File: src/rtl/mac_pkg.sv
// Shared types and sizing helpers for the MAC sequencer.
package mac_pkg;

   typedef enum logic [1:0] {IDLE, ACC, DONE} state_t;

   function automatic int res_w(input int szin);
      return 2 * (szin + 1) + 1;
   endfunction

   function automatic int cnt_w(input int szn);
      return $clog2(szn + 1);
   endfunction

endpackage

File: src/rtl/mac_stage.sv
// Multiply-add stage: product plus registered accumulator.
// MAC_SAT_EN selects saturating accumulate; default wraps.
module mac_stage
   import mac_pkg::*;
#(
   parameter int SZin = 7,
   parameter int W    = res_w(SZin)
) (
   input  logic          clk,
   input  logic          rst,
   input  logic          clr,
   input  logic          en,
   input  logic [SZin:0] a,
   input  logic [SZin:0] x,
   output logic [W-1:0]  acc,
   output logic          cout
);

   localparam int PW = 2 * (SZin + 1);

   logic [PW-1:0] prod;
   logic [W:0]    sum;

   always_comb begin
      prod = a * x;
      sum  = {1'b0, acc} + {{(W + 1 - PW){1'b0}}, prod};
      cout = sum[W];
   end

   always_ff @(posedge clk) begin
      if (rst || clr) begin
         acc <= '0;
      end else if (en) begin
`ifdef MAC_SAT_EN
         acc <= cout ? {W{1'b1}} : sum[W-1:0];
`else
         acc <= sum[W-1:0];
`endif
      end
   end

endmodule

File: src/rtl/mac_seq_ctrl.sv
// Dot-product sequencer: one job of SZN pairs per start pulse.
// Overflow policy comes from mac_stage (MAC_SAT_EN).
module mac_seq_ctrl
   import mac_pkg::*;
#(
   parameter int SZin = 7,
   parameter int SZN  = 3
) (
   input  logic                     clk,
   input  logic                     rst,
   input  logic                     start,
   input  logic                     in_valid,
   output logic                     in_ready,
   input  logic [SZin:0]            ina,
   input  logic [SZin:0]            inxni,
   output logic                     busy,
   output logic                     out_valid,
   input  logic                     out_ready,
   output logic [res_w(SZin)-1:0]   res,
   output logic                     ovf
);

   localparam int W  = res_w(SZin);
   localparam int CW = cnt_w(SZN);
   localparam logic [CW-1:0] LAST = CW'(SZN - 1);

   state_t        state;
   logic [CW-1:0] cnt;
   logic          clr;
   logic          en;
   logic          cout;

   assign clr = (state == IDLE) && start;
   assign en  = (state == ACC) && in_valid;

   mac_stage #(.SZin(SZin), .W(W)) u_stage (
      .clk  (clk),
      .rst  (rst),
      .clr  (clr),
      .en   (en),
      .a    (ina),
      .x    (inxni),
      .acc  (res),
      .cout (cout)
   );

   // Handshake outputs are registered alongside the state.
   always_ff @(posedge clk) begin
      if (rst) begin
         state     <= IDLE;
         cnt       <= '0;
         in_ready  <= 1'b0;
         busy      <= 1'b0;
         out_valid <= 1'b0;
         ovf       <= 1'b0;
      end else begin
         unique case (state)
            IDLE: begin
               if (start) begin
                  state    <= ACC;
                  cnt      <= '0;
                  ovf      <= 1'b0;
                  in_ready <= 1'b1;
                  busy     <= 1'b1;
               end
            end
            ACC: begin
               if (in_valid) begin
                  cnt <= cnt + 1'b1;
                  if (cout) ovf <= 1'b1;
                  if (cnt == LAST) begin
                     state     <= DONE;
                     in_ready  <= 1'b0;
                     out_valid <= 1'b1;
                  end
               end
            end
            DONE: begin
               if (out_ready) begin
                  state     <= IDLE;
                  out_valid <= 1'b0;
                  busy      <= 1'b0;
               end
            end
            default: begin
               state     <= IDLE;
               in_ready  <= 1'b0;
               busy      <= 1'b0;
               out_valid <= 1'b0;
            end
         endcase
      end
   end

endmodule
File: config.mk
export PLATFORM = sky130hd
export DESIGN_NAME = mac_seq_ctrl
export DESIGN_NICKNAME = d
export VERILOG_FILES = /design/src/rtl/mac_pkg.sv /design/src/rtl/mac_stage.sv /design/src/rtl/mac_seq_ctrl.sv
export SDC_FILE = /design/constraint.sdc
export NUM_CORES = 1
export LEC_CHECK = 0
export BUFFER_PORTS_ARGS = -buffer_cell sky130_fd_sc_hd__buf_2
export CORE_MARGIN = 2
export CORE_UTILIZATION = 50
export CTS_CLUSTER_DIAMETER = 150
export CTS_CLUSTER_SIZE = 12
export DETAILED_ROUTE_END_ITERATION = 8
export HOLD_SLACK_MARGIN = 0.1
export PLACE_DENSITY = 0.67
export SYNTH_ARGS = -nofsm -noshare
export SYNTH_HDL_FRONTEND = slang
export SYNTH_HIERARCHICAL = 1
export SYNTH_SLANG_ARGS = --single-unit
File: constraint.sdc
create_clock -name clk -period 9.9 [get_ports clk]
set_input_delay 2.475 -clock clk [delete_from_list [all_inputs] [get_ports clk]]
set_output_delay 2.475 -clock clk [all_outputs]
set_load 0.005 [all_outputs]
* Yosys cells after proc, flatten, opt, wreduce, memory -nomap -nowiden
Index checks and enable logic that the tools add are counted. W data, S select, Z words.
Word-level totals: flip-flop bits (word level) 25, bits in latches 0, memory bits (writable) 0, ROM bits 0, input port bits 21, output and inout port bits 21, logic and storage cells 53, memories kept 0
Operators by class: add/sub/neg operators 2, $mul 1, divide/modulo/power cells 0, $lt $le $gt $ge 0, eq/ne operators 8, shift-type cells 0, multiplexer cells 21, bitwise gates (word level) 3, reduce and logical (&&, ||, !) cells 11
Operator list (number):
- $add A17 B16 Y18 | 1
- $mul A8 B8 Y16 | 1
- $reduce_and A4 Y1 | 4
- $mux W2 | 6
- $mux W1 | 9
- $pmux W1 S3 | 3
- $ne A2 B2 Y1 const B | 3
- $pmux W2 S3 | 1
- $reduce_and A3 Y1 | 2
- $eq A2 B2 Y1 const B | 2
- $ne A2 B1 Y1 const B | 2
- $pmux W2 S2 | 1
- $not A1 Y1 | 3
- $add A2 B1 Y2 const B | 1
- $eq A2 B1 Y1 const B | 1
- $logic_and A1 B1 Y1 | 2
- $logic_not A2 Y1 | 1
- $pmux W1 S2 | 1
- $reduce_bool A2 Y1 | 1
- $logic_or A1 B1 Y1 | 1

* Depth between registers and ports, before layout
Gate-level depths: netlist of the first run.
word-level depth 5, depth in mapped cells 19, gate-level depth less buffers 17

* By module
Netlist of the first run, hierarchy kept.
By module, submodules not included:
- mac_stage | times used 1, cells an instance 402, area each 3412.0 µm², sequential area each 340.3 µm²
- mac_seq_ctrl | times used 1, cells an instance 43, area each 381.6 µm², sequential area each 160.2 µm²

* Worst setup path after synthesis of the first run
OpenSTA, ideal clock, no wires.
path type input-to-reg, start point input inxni[0], end point register ovf, setup time 127 ps, data arrival time 6191 ps, data required time 9773 ps, slack 3582 ps, stages 17, path buffers 1, cells stage by stage clkbuf_1 nand2_1 fa_1 inv_1 fa_1 fa_1 inv_1 fa_1 inv_1 ha_1 a21oi_2 o22ai_1 o211ai_1 mux2i_1 nand2_1 a21oi_2 nor3_2
On the way: longest elaborated chain between the ends 4
Ends and longest elaborated chain:
- start: declaration | line mac_seq_ctrl.sv:15 | input logic [SZin:0] inxni,
- $mul A8 B8 Y16 | line mac_stage.sv:25 | prod = a * x;
- $add A17 B16 Y18 | line mac_stage.sv:26 | sum = {1'b0, acc} + {{(W + 1 - PW){1'b0}}, prod};
- net cout | line mac_seq_ctrl.sv:31 | logic cout;
- $ne A2 B1 Y1 (no source line)
- $reduce_and A4 Y1 (no source line)
- end signal: assignment | line mac_seq_ctrl.sv:55 | ovf <= 1'b0;
- end signal: assignment | line mac_seq_ctrl.sv:62 | ovf <= 1'b0;
- end signal: assignment | line mac_seq_ctrl.sv:70 | if (cout) ovf <= 1'b1;
- end: declaration | line mac_seq_ctrl.sv:20 | output logic ovf
The timed path passes the listed nets, and every way through them passes these cells. A chain may end at the register's enable or synchronous reset.

* Worst setup path in the final report of the first run
start point input inxni[7], end point register ovf
Same word-level chain as after synthesis.

==> results of run 1 <==
-- cells in the mapped netlist (2+ instances only) --
cell type	number	area, sq um
a211oi_1	4	30.03
a211oi_2	3	37.54
a21o_1	6	45.04
a21oi_1	12	60.06
a21oi_2	4	35.03
a31oi_1	3	18.77
and2_1	33	206.5
and3_1	3	18.77
buf_1	2	7.510
buf_6	2	22.52
clkbuf_1	6	22.52
dfxtp_1	25	500.5
fa_1	50	1001
ha_1	41	513.0
inv_1	105	394.1
mux2i_1	11	110.1
nand2_1	45	168.9
nand2b_1	2	12.51
nand3_1	11	55.05
nand3b_1	5	37.54
nor2_1	15	56.30
nor2b_1	3	18.77
nor3_1	2	10.01
nor3b_1	3	22.52
o211ai_1	3	22.52
o21ai_0	12	60.06
o21ai_1	2	10.01
o21bai_1	3	22.52
o31ai_1	2	15.01
xnor2_1	2	17.52
xor2_1	4	35.03
-- power breakdown --
group / switching (mW) / internal (mW) / leakage [nW]
Combinational: 0.329 / 0.213 / 1.90
Clock: 0.0357 / 0.0282 / 0.0255
Sequential: 0.00760 / 0.109 / 0.203
Total: 0.372 / 0.350 / 2.13
-- worst min-delay path: stages (launching register included) --
cell and delay (ns):
dfxtp_1 0.33, nand2_1 0.06, a21oi_1 0.05
-- metrics by stage --
step	hold WS, ns	utilization (%)	instance area (sq um)
2_1_floorplan	0.4579	-	3794
3_3_place_gp	0.4529	55.85	4073
3_5_place_dp	0.4702	55.85	4073
4_1_cts	0.4844	56.49	4119
5_1_grt	0.5156	56.49	4119
6_report	0.4796	56.49	4119
-- final timing paths --
path,startpoint,end
worst max-delay path,inxni[7],ovf
worst min-delay path,busy,busy
worst min register to register,busy,busy
worst max register to register,u_stage/acc[7],ovf
-- layer usage --
metal / track usage, % / vias up / part of all wire [%]
li1: - / 1484 / -
met1: 29.26 / 1424 / 48
met2: 32.10 / 68 / 45
met3: 3.154 / 20 / 3.8
met4: 6.944 / 0 / 2.9
met5: 0 / - / 0
-- final cells by class --
class | count | area (sq um)
flip-flops and latches | 25 | 500.5
clock buffers | 3 | 41.29
multi-input cells | 304 | 2841
repair buffers | 42 | 212.7
well taps | 99 | 123.9
fillers | 707 | 3173
clock inverters | 1 | 5.005
inverters | 105 | 394.1
-- registers in the layout (all words and copies together) (netlist names) --
register     flops
u_stage/acc     17
cnt              2
state            2
busy             1
in_ready         1
out_valid        1
ovf              1
-- placed cells by master, fill, tap and decap left out, types with 2 or more instances in the layout --
| cell | count |
|---|---|
| buf_2 | 41 |
| a31oi_1 | 3 |
| a21o_1 | 6 |
| clkbuf_8 | 3 |
| xor2_1 | 4 |
| fa_1 | 50 |
| nand3_1 | 11 |
| o211ai_1 | 3 |
| nor2b_1 | 3 |
| o21ai_0 | 12 |
| a21oi_1 | 12 |
| nand3b_1 | 5 |
| o31ai_1 | 2 |
| and2_1 | 33 |
| nor2_1 | 15 |
| ha_1 | 41 |
| mux2i_1 | 11 |
| a211oi_1 | 4 |
| inv_1 | 105 |
| xnor2_1 | 2 |
| o21bai_1 | 3 |
| nor3_1 | 2 |
| nand2b_1 | 2 |
| a211oi_2 | 3 |
| o21ai_1 | 2 |
| a21oi_2 | 4 |
| and3_1 | 3 |
| dfxtp_1 | 25 |
| nand2_1 | 45 |
| nor3b_1 | 3 |
-- logic make-up after synthesis --
| kind of cell | count (synthesis) |
|---|---|
| fa+ha+maj | 91 |
| buf+inv | 116 |
| flops | 25 |
| mux | 12 |
| simple gates | 130 |
| compound gates | 65 |
| xor+xnor | 6 |
==> summary.txt, run 1 <==
STA
  • Slew Limit Fails: 0
  • Period utilisation layout: 64.42%
  • Hold Fails Final Rpt: 0
  • Rel. slew slack: 52.91%
  • Tightest Pin Transition: 0.7037 ns
  • Minimum clock period: 6.378 ns
  • F_max: 0.1568 GHz
  • Final Setup Violations: 0
  • Clock skew: 0.007068 ns
  • RSZ-0062 raised after global routing: false
  • Final setup TNS: 0 ns
  • Post-route setup slack: 3.522 ns

Clock network
  • Max Root-Sink Buffers: 2
  • Post_cts resized: 0
  • Worst skew pair latency: 0.28 ns
  • CTS tree: built
  • CTS root buffer: clkbuf_8
  • Worst-path clk slew: 0.10 ns
  • H-tree levels: 1
  • Cts hold-fix bufs: 0
  • Number of buffers created by CTS: 3
  • Postcts setup bufs: 0
  • Clock Sinks: 25

Logic synthesis
  • Synth Register Bits: 25
  • Avg Cell Area, Syn: 8.525 sq um
  • Post-synthesis mux area share: 3.199%
  • Netlist cell types: 52
  • Synthesized area: 3794 sq um
  • Seq/Total Area, Yosys: 13.19%
  • Synth warnings: 6
  • Syn Inst Count: 445
  • Synth Area in Simple Gates: 18.01%
  • XOR/XNOR share of the synthesized area: 1.385%
  • Synth Flop Type: dfxtp_1
  • Adder-cell share of the synthesized area: 39.91%
  • Largest family of logic cells by synthesized area: adder cells
  • Async S/R FF share, synth: 0%
  • Syn_nets: 557
  • Number of flops mapped to enable cells by yosys: 0
  • Synth Area in Compound Gates: 12.40%

Worst hold path
  • HP Class: reg -> reg
  • Hold Path Stages: 2

Drt
  • Via Count: 2996
  • Residual DRC: 0
  • DRC marker count from the first detailed-route iteration: 101
  • Wire length per cell: 13.65 um
  • Drt total wl: 7905 um
  • DRT Pass-1 Iters: 4
  • Remaining antenna violation count: 0
  • Routed vias/inst: 5.174

Place
  • Port buffer count: 41
  • Final GP Congestion: 0.8851
  • Placed cells: 575
  • Post-Place Worst Slack: 3.215 ns
  • Dpl hpwl: 6612 um

Setup path
  • Crit start category: primary input
  • Required time worst endpoint: 10.07 ns
  • CP dominant cell by count: fa_1
  • Buf/Inv on CP: 3
  • Reg2reg setup slack: 5.66 ns
  • Critical Path, Cell by Cell: buf_2 -> and2_1 -> fa_1 -> fa_1 -> fa_1 -> inv_1 -> fa_1 -> inv_1 -> ha_1 -> a211oi_2 -> o21ai_0 -> o211ai_1 -> mux2i_1 -> nand2_1 -> a21oi_2 -> nor3_2
  • Delay-heaviest family, CP: adder cells
  • Crit Path Max Fanout: 9
  • Slowest CP cell: fa_1
  • R2R cell count: 16
  • Worst path max stage delay: 0.54 ns
  • CP Class: in -> reg
  • WP depth: 16
  • Crit end category: register
  • CP Data Arrival Time: 6.55 ns

Die
  • DIE AREA: 8300 sq um
  • # rows: 31
  • Die X: 91.11 um
  • # IOs: 42
  • Initial Utilization: 52.02%
  • Core area: 7292 sq um
  • Die height: 91.11 um

Power and ir drop
  • Worst VDD drop: 0.1046 mV
  • Total power: 0.7223 mW
  • Pleak: 2.127 nW
  • Pwr per Cell Area: 175.4 nW/um^2

Flow run
  • Number of max-cap violations: 0

GRT
  • Vias in the first global route: 2992
  • First-pass GRT wire length: 14120 um
  • Remaining global-route overflow: 0
  • Gr usage total: 20.58%
  • Largest net degree at the start of global routing: 35
  • Initial antenna violation count: 0

Finish
  • Ant. Diodes: 0
  • Finished Layout Cells: 579
  • Nets: 593
  • Layout cells sized above 1: 12.50%
  • Layout area overhead: 8.575%

Run status
  • Status: completed
(Power assumes the default switching activity.)
==> run 2: changes to the inputs <==
Settings changed: PLACE_DENSITY 0.67 to 0.69.
Clock period 9.9 ns to 5.4 ns, I/O delays scaled along.
==> run 2 against run 1 <==
  * Highest routed layer unchanged
  * Final cell count increased by 4.0%
  * Core utilization increased by 2.4 points
  * Clock power increased by 91%
  * Critical path type unchanged
==> summary.txt, run 2 (synthesis gave the netlist of run 1 again) <==
Run status
  • Status: completed

Power and ir drop
  • P_int: 0.7461 mW (+110%)
  • Combinational share of power: 77.2% (+2.2 points)
  • Pleak: 2.240 nW (+5.3%)
  • Worst VDD drop: 0.1934 mV (+85%)
  • Clock Power Share: 8.3% (-0.6 points)
  • Total power: 1.472 mW (+100%)
  • Sw Ratio: 49.31% (-2.2 points)
  • Sequential power share: 14.5% (-1.6 points)
  • Pwr per Cell Area: 342.6 nW/um^2 (+95%)
  • Sw power: 0.7256 mW (+95%)

Finish
  • Layout area overhead: 13.23%
  • Register bank with the most flops: u_stage/acc
  • Max reg flops: 17 (unchanged)
  • Ant. Diodes: 0 (unchanged)
  • Layout cells sized above 1: 16.50% (+4.0 points)
  • Biggest regs: u_stage/acc (17), cnt (2), state (2)
  • # fillers: 707 (unchanged)
  • Commonest non-fill, non-tap cell in the layout: inv_1
  • Nets: 616 (+3.9%)
  • Commonest non-fill, non-tap cells in the layout: inv_1 (105), fa_1 (50), nand2_1 (45), ha_1 (41), buf_2 (41)

Drt
  • Wire length per cell: 14.17 um (+3.8%)
  • Residual DRC: 0 (unchanged)
  • Remaining antenna violation count: 0 (unchanged)
  • Routed vias/inst: 5.204 (+0.58%)
  • DRC marker count from the first detailed-route iteration: 171 (+69%)
  • Via Count: 3133 (+4.6%)
  • DRT Pass-1 Iters: 6 (+2)
  • Drt total wl: 8533 um (+7.9%)

Setup path
  • Crit end category: register
  • Crit start category: primary input
  • Slowest CP cell: fa_1
  • Critical Path, Cell by Cell: buf_2 -> and2_1 -> fa_1 -> fa_1 -> fa_1 -> inv_1 -> fa_1 -> inv_1 -> ha_1 -> a211oi_2 -> o21ai_0 -> o211ai_1 -> mux2i_1 -> nand2_1 -> a21oi_2 -> nor3_2
  • CP dominant cell by count: fa_1
  • Required time worst endpoint: 5.58 ns (-4.49 ns)
  • CP Class: in -> reg
  • Worst path max stage delay: 0.55 ns (about the same)
  • Crit Path Max Fanout: 5 (-4)
  • CP Data Arrival Time: 5.36 ns (-1.19 ns)

Clock network
  • Postcts setup bufs: 0 (unchanged)
  • Post_cts resized: 0 (unchanged)
  • Cts hold-fix bufs: 0 (unchanged)
  • Worst-path clk slew: 0.10 ns (about the same)
  • CTS tree: built
  • Clock Sinks: 25 (unchanged)
  • Worst skew pair latency: 0.28 ns (about the same)
  • Max Root-Sink Buffers: 2 (unchanged)
  • CTS root buffer: clkbuf_8
  • H-tree levels: 1 (unchanged)
  • Number of buffers created by CTS: 3 (unchanged)

Die
  • Core area: 7292 sq um (unchanged)
  • Initial Utilization: 52.02% (unchanged)
  • Die height: 91.11 um (unchanged)
  • DIE AREA: 8300 sq um (unchanged)
  • # rows: 31 (unchanged)
  • # IOs: 42 (unchanged)
  • Die X: 91.11 um (unchanged)

Place
  • Post-Place Worst Slack: -0.06872 ns (-3.283 ns)
  • Final GP Congestion: 0.8643 (-2.4%)
  • Port buffer count: 41 (unchanged)
  • Dpl hpwl: 7247 um (+9.6%)

GRT
  • Largest net degree at the start of global routing: 19 (-46%)
  • Gr usage total: 21.81% (+1.2 points)
  • Initial antenna violation count: 0 (unchanged)
  • Remaining global-route overflow: 0 (unchanged)
  • Vias in the first global route: 3235 (+8.1%)
  • First-pass GRT wire length: 14970 um (+6.0%)

STA
  • Minimum clock period: 5.178 ns
  • Slew Limit Fails: 0 (unchanged)
  • Period utilisation layout: 95.89%
  • Min Hold Slack: 0.4865 ns (+0.006846 ns)
  • Final setup TNS: 0 ns (unchanged)
  • Tightest Pin Transition: 0.6426 ns (-0.06115 ns)
  • Rel. slew slack: 57.16% (+4.2 points)
  • RSZ-0062 raised after global routing: false
  • Clock skew: 0.008188 ns (+0.001120 ns)
  • Hold Fails Final Rpt: 0 (unchanged)
  • Post-route setup slack: 0.2220 ns (-3.300 ns)
  • Final Setup Violations: 0 (unchanged)
  • F_max: 0.1931 GHz

Flow run
  • Number of max-cap violations: 0 (unchanged)

Worst hold path
  • HP Class: reg -> reg
==> run 2: cell count changes in the layout (fill, tap and decap cells not counted), sizes merged <==
cell	before	now
buf	42	65
clkinv	1	0
inv	105	106
==> run 2: worst paths after layout <==
path / start / to / slack (ns) / depth (start not counted)
worst max-delay path: ina[3] / ovf / 0.22 / 16
worst min register to register: busy / busy / 0.49 / 2
worst max register to register: u_stage/acc[7] / ovf / 1.19 / 16
worst min-delay path: busy / busy / 0.49 / 2
==> run 2: cell type report <==
cell class	count	area, sq um	area share (%)
clock buffers	3	41.29	0.9613
clock inverters	1	8.758	0.2039
inverters	105	394.1	9.176
multi-input cells	304	2841	66.15
flip-flops and latches	25	500.5	11.65
well taps	99	123.9	2.884
repair buffers	65	385.4	8.972
==> run 2: critical path, delay by kind of cell <==
kind / cells / cell delay [ns]
compound gates: 4 / 0.82
fa+ha+maj: 5 / 2.46
buf+inv: 3 / 0.24
mux: 1 / 0.21
simple gates: 3 / 0.29
==> run 2: stage by stage <==
stage               instances  area [sq um]  util [%]
CTS                       602          4295     58.91
detailed placement        598          4245     58.22
global route              602          4295     58.91
global placement          598          4245     58.22
floorplan                 445          3794         -
finish                    602          4295     58.91
==> run 2: power groups by stage <==
stage / clock [mW] / combinational [mW] / sequential, mW
floorplan: 0 / 0.802 / 0.215
global placement: 0 / 1.09 / 0.218
detailed placement: 0 / 1.12 / 0.218
CTS: 0.127 / 1.13 / 0.214
global route: 0.137 / 1.29 / 0.216
finish: 0.122 / 1.14 / 0.214
==> run 2: metal layers <==
layer | vias to the layer above | share of wire [%] | track usage [%]
li1 | 1525 | - | -
met1 | 1510 | 46 | 29.90
met2 | 82 | 49 | 37.53
met3 | 16 | 3.1 | 1.577
met4 | 0 | 2.0 | 5.429
met5 | - | 0 | 0
==> run 3: changes to the inputs <==
Settings changed: CORE_UTILIZATION 50 to 55, PLACE_DENSITY 0.69 to 0.76, RECOVER_POWER set to 25.
==> run 3 against run 2 <==
  * Sequential power about the same
  * Final cell count down 2.8%
  * Largest cell class unchanged
  * Clock skew down 0.0030 ns
  * Highest routed layer unchanged
  * Register-to-register slack better by 0.02 ns
  * Die area down 8.7%
  * Total power up 1.2%
==> summary.txt, run 3 (synthesis gave the netlist of run 1 again) <==
Drt
  • Routed vias/inst: 5.292 (+1.7%)
  • DRC marker count from the first detailed-route iteration: 125 (-27%)
  • Remaining antenna violation count: 0 (unchanged)
  • DRT Pass-1 Iters: 4 (-2)
  • Wire length per cell: 14.17 um (about the same)
  • Via Count: 3096 (-1.2%)
  • Drt total wl: 8292 um (-2.8%)
  • Residual DRC: 0 (unchanged)

Clock network
  • CTS root buffer: clkbuf_8
  • Clock Sinks: 25 (unchanged)
  • Cts hold-fix bufs: 0 (unchanged)
  • H-tree levels: 1 (unchanged)
  • Postcts setup bufs: 0 (unchanged)
  • Number of buffers created by CTS: 3 (unchanged)
  • Post_cts resized: 0 (unchanged)
  • Worst skew pair latency: 0.28 ns (about the same)
  • CTS tree: built
  • Max Root-Sink Buffers: 2 (unchanged)
  • Worst-path clk slew: 0.10 ns (about the same)

STA
  • Slew Limit Fails: 0 (unchanged)
  • Final setup TNS: 0 ns (unchanged)
  • F_max: 0.1939 GHz (+0.38%)
  • Min Hold Slack: 0.4796 ns (-0.006901 ns)
  • Period utilisation layout: 95.53% (-0.36 points)
  • Clock skew: 0.005189 ns (-0.002999 ns)
  • Hold Fails Final Rpt: 0 (unchanged)
  • Minimum clock period: 5.158 ns (-0.01960 ns)
  • Tightest Pin Transition: 0.7621 ns (+0.1195 ns)
  • Post-route setup slack: 0.2416 ns (+0.01960 ns)
  • RSZ-0062 raised after global routing: false
  • Rel. slew slack: 49.01% (-8.2 points)
  • Final Setup Violations: 0 (unchanged)

Place
  • Dpl hpwl: 7085 um (-2.2%)
  • Final GP Congestion: 0.8801 (+1.8%)
  • Post-Place Worst Slack: -0.05501 ns (+0.01371 ns)
  • Cell Area, Placed: 4237 sq um (-0.21%)
  • Placed cells: 581 (-2.8%)
  • Port buffer count: 41 (unchanged)

Setup path
  • Crit Path Max Fanout: 6 (+1)
  • CP Class: in -> reg
  • Crit start category: primary input
  • CP Data Arrival Time: 5.33 ns (-0.03 ns)
  • Reg2reg setup slack: 1.21 ns (+0.02 ns)
  • Required time worst endpoint: 5.57 ns (about the same)
  • Crit end category: register

Finish
  • Final core occ: 63.56% (+4.7 points)
  • Max reg flops: 17 (unchanged)
  • Finished Layout Cells: 585 (-2.8%)
  • Ant. Diodes: 0 (unchanged)
  • Nets: 618 (+0.32%)
  • Layout area overhead: 12.57%
  • # fillers: 568 (-20%)
  • Design Area, Final: 4270 sq um (-0.58%)
  • Commonest non-fill, non-tap cells in the layout: inv_1 (105), fa_1 (50), nand2_1 (45), ha_1 (41), buf_2 (37)
  • Layout cells sized above 1: 15.84% (-0.66 points)
  • Biggest regs: u_stage/acc (17), cnt (2), state (2)
  • Register bank with the most flops: u_stage/acc
  • Commonest non-fill, non-tap cell in the layout: inv_1

Power and ir drop
  • Pwr per Cell Area: 348.6 nW/um^2 (+1.8%)
  • Pleak: 2.231 nW (-0.39%)
  • Total power: 1.489 mW (+1.2%)
  • Worst VDD drop: 0.1976 mV (+2.2%)

Die
  • Die height: 87.05 um (-4.5%)
  • # IOs: 42 (unchanged)
  • # rows: 30 (-3.2%)
  • Core area: 6719 sq um (-7.9%)
  • DIE AREA: 7578 sq um (-8.7%)
  • Initial Utilization: 56.46% (+4.4 points)
  • Die X: 87.05 um (-4.5%)

GRT
  • Gr usage total: 24.08% (+2.3 points)
  • Vias in the first global route: 3258 (+0.71%)
  • Initial antenna violation count: 0 (unchanged)
  • Remaining global-route overflow: 0 (unchanged)
  • First-pass GRT wire length: 14660 um (-2.1%)
  • Met1 usage: 31.21% (+1.3 points)
  • Met3 Track Usage GR: 3.033% (+1.5 points)
  • Largest net degree at the start of global routing: 22 (+3)
  • Met2 Usage GRT: 41.36% (+3.8 points)
  • Top Usage Layer GRT: met2

Run status
  • Status: completed

Flow run
  • Number of max-cap violations: 0 (unchanged)

Worst hold path
  • HP Class: reg -> reg
run 3: layout make-up:
type / instances / area (sq um) / share of cell area (%)
Clock buffer: 3 / 41.29 / 0.9669
Multi-Input combinational cell: 304 / 2830 / 66.28
Inverter: 105 / 394.1 / 9.229
Timing Repair Buffer: 67 / 395.4 / 9.259
Tap cell: 80 / 100.1 / 2.344
Clock inverter: 1 / 8.758 / 0.2051
Sequential cell: 25 / 500.5 / 11.72
run 3: critical path, stage by stage:
cell	delay, ns
buf_2	0.13
and2_1	0.17
fa_1	0.52
fa_1	0.52
fa_1	0.54
inv_1	0.05
fa_1	0.54
inv_1	0.05
ha_1	0.31
a211oi_2	0.29
o21ai_0	0.17
o211ai_1	0.21
mux2i_1	0.20
nand2_1	0.08
a21oi_2	0.14
nor3_2	0.04
run 3: final timing paths:
check,startpoint,end,depth (start not counted)
min,busy,busy,2
max reg2reg,u_stage/acc[7],u_stage/acc[12],14
min reg2reg,busy,busy,2
max,inxni[7],ovf,16
run 3: metal layers:
metal | vias to the layer above | routed length [um]
met5 | - | 0
met2 | 64 | 4119
met3 | 16 | 250
li1 | 1529 | -
met1 | 1487 | 3746
met4 | 0 | 176
run 3: power by group:
group	internal [mW]	switching, mW	leakage (nW)	total (mW)
clock	0.0543	0.0700	0.0261	0.124
sequential	0.200	0.0132	0.203	0.213
combinational	0.509	0.643	2.00	1.15
total	0.763	0.726	2.23	1.49
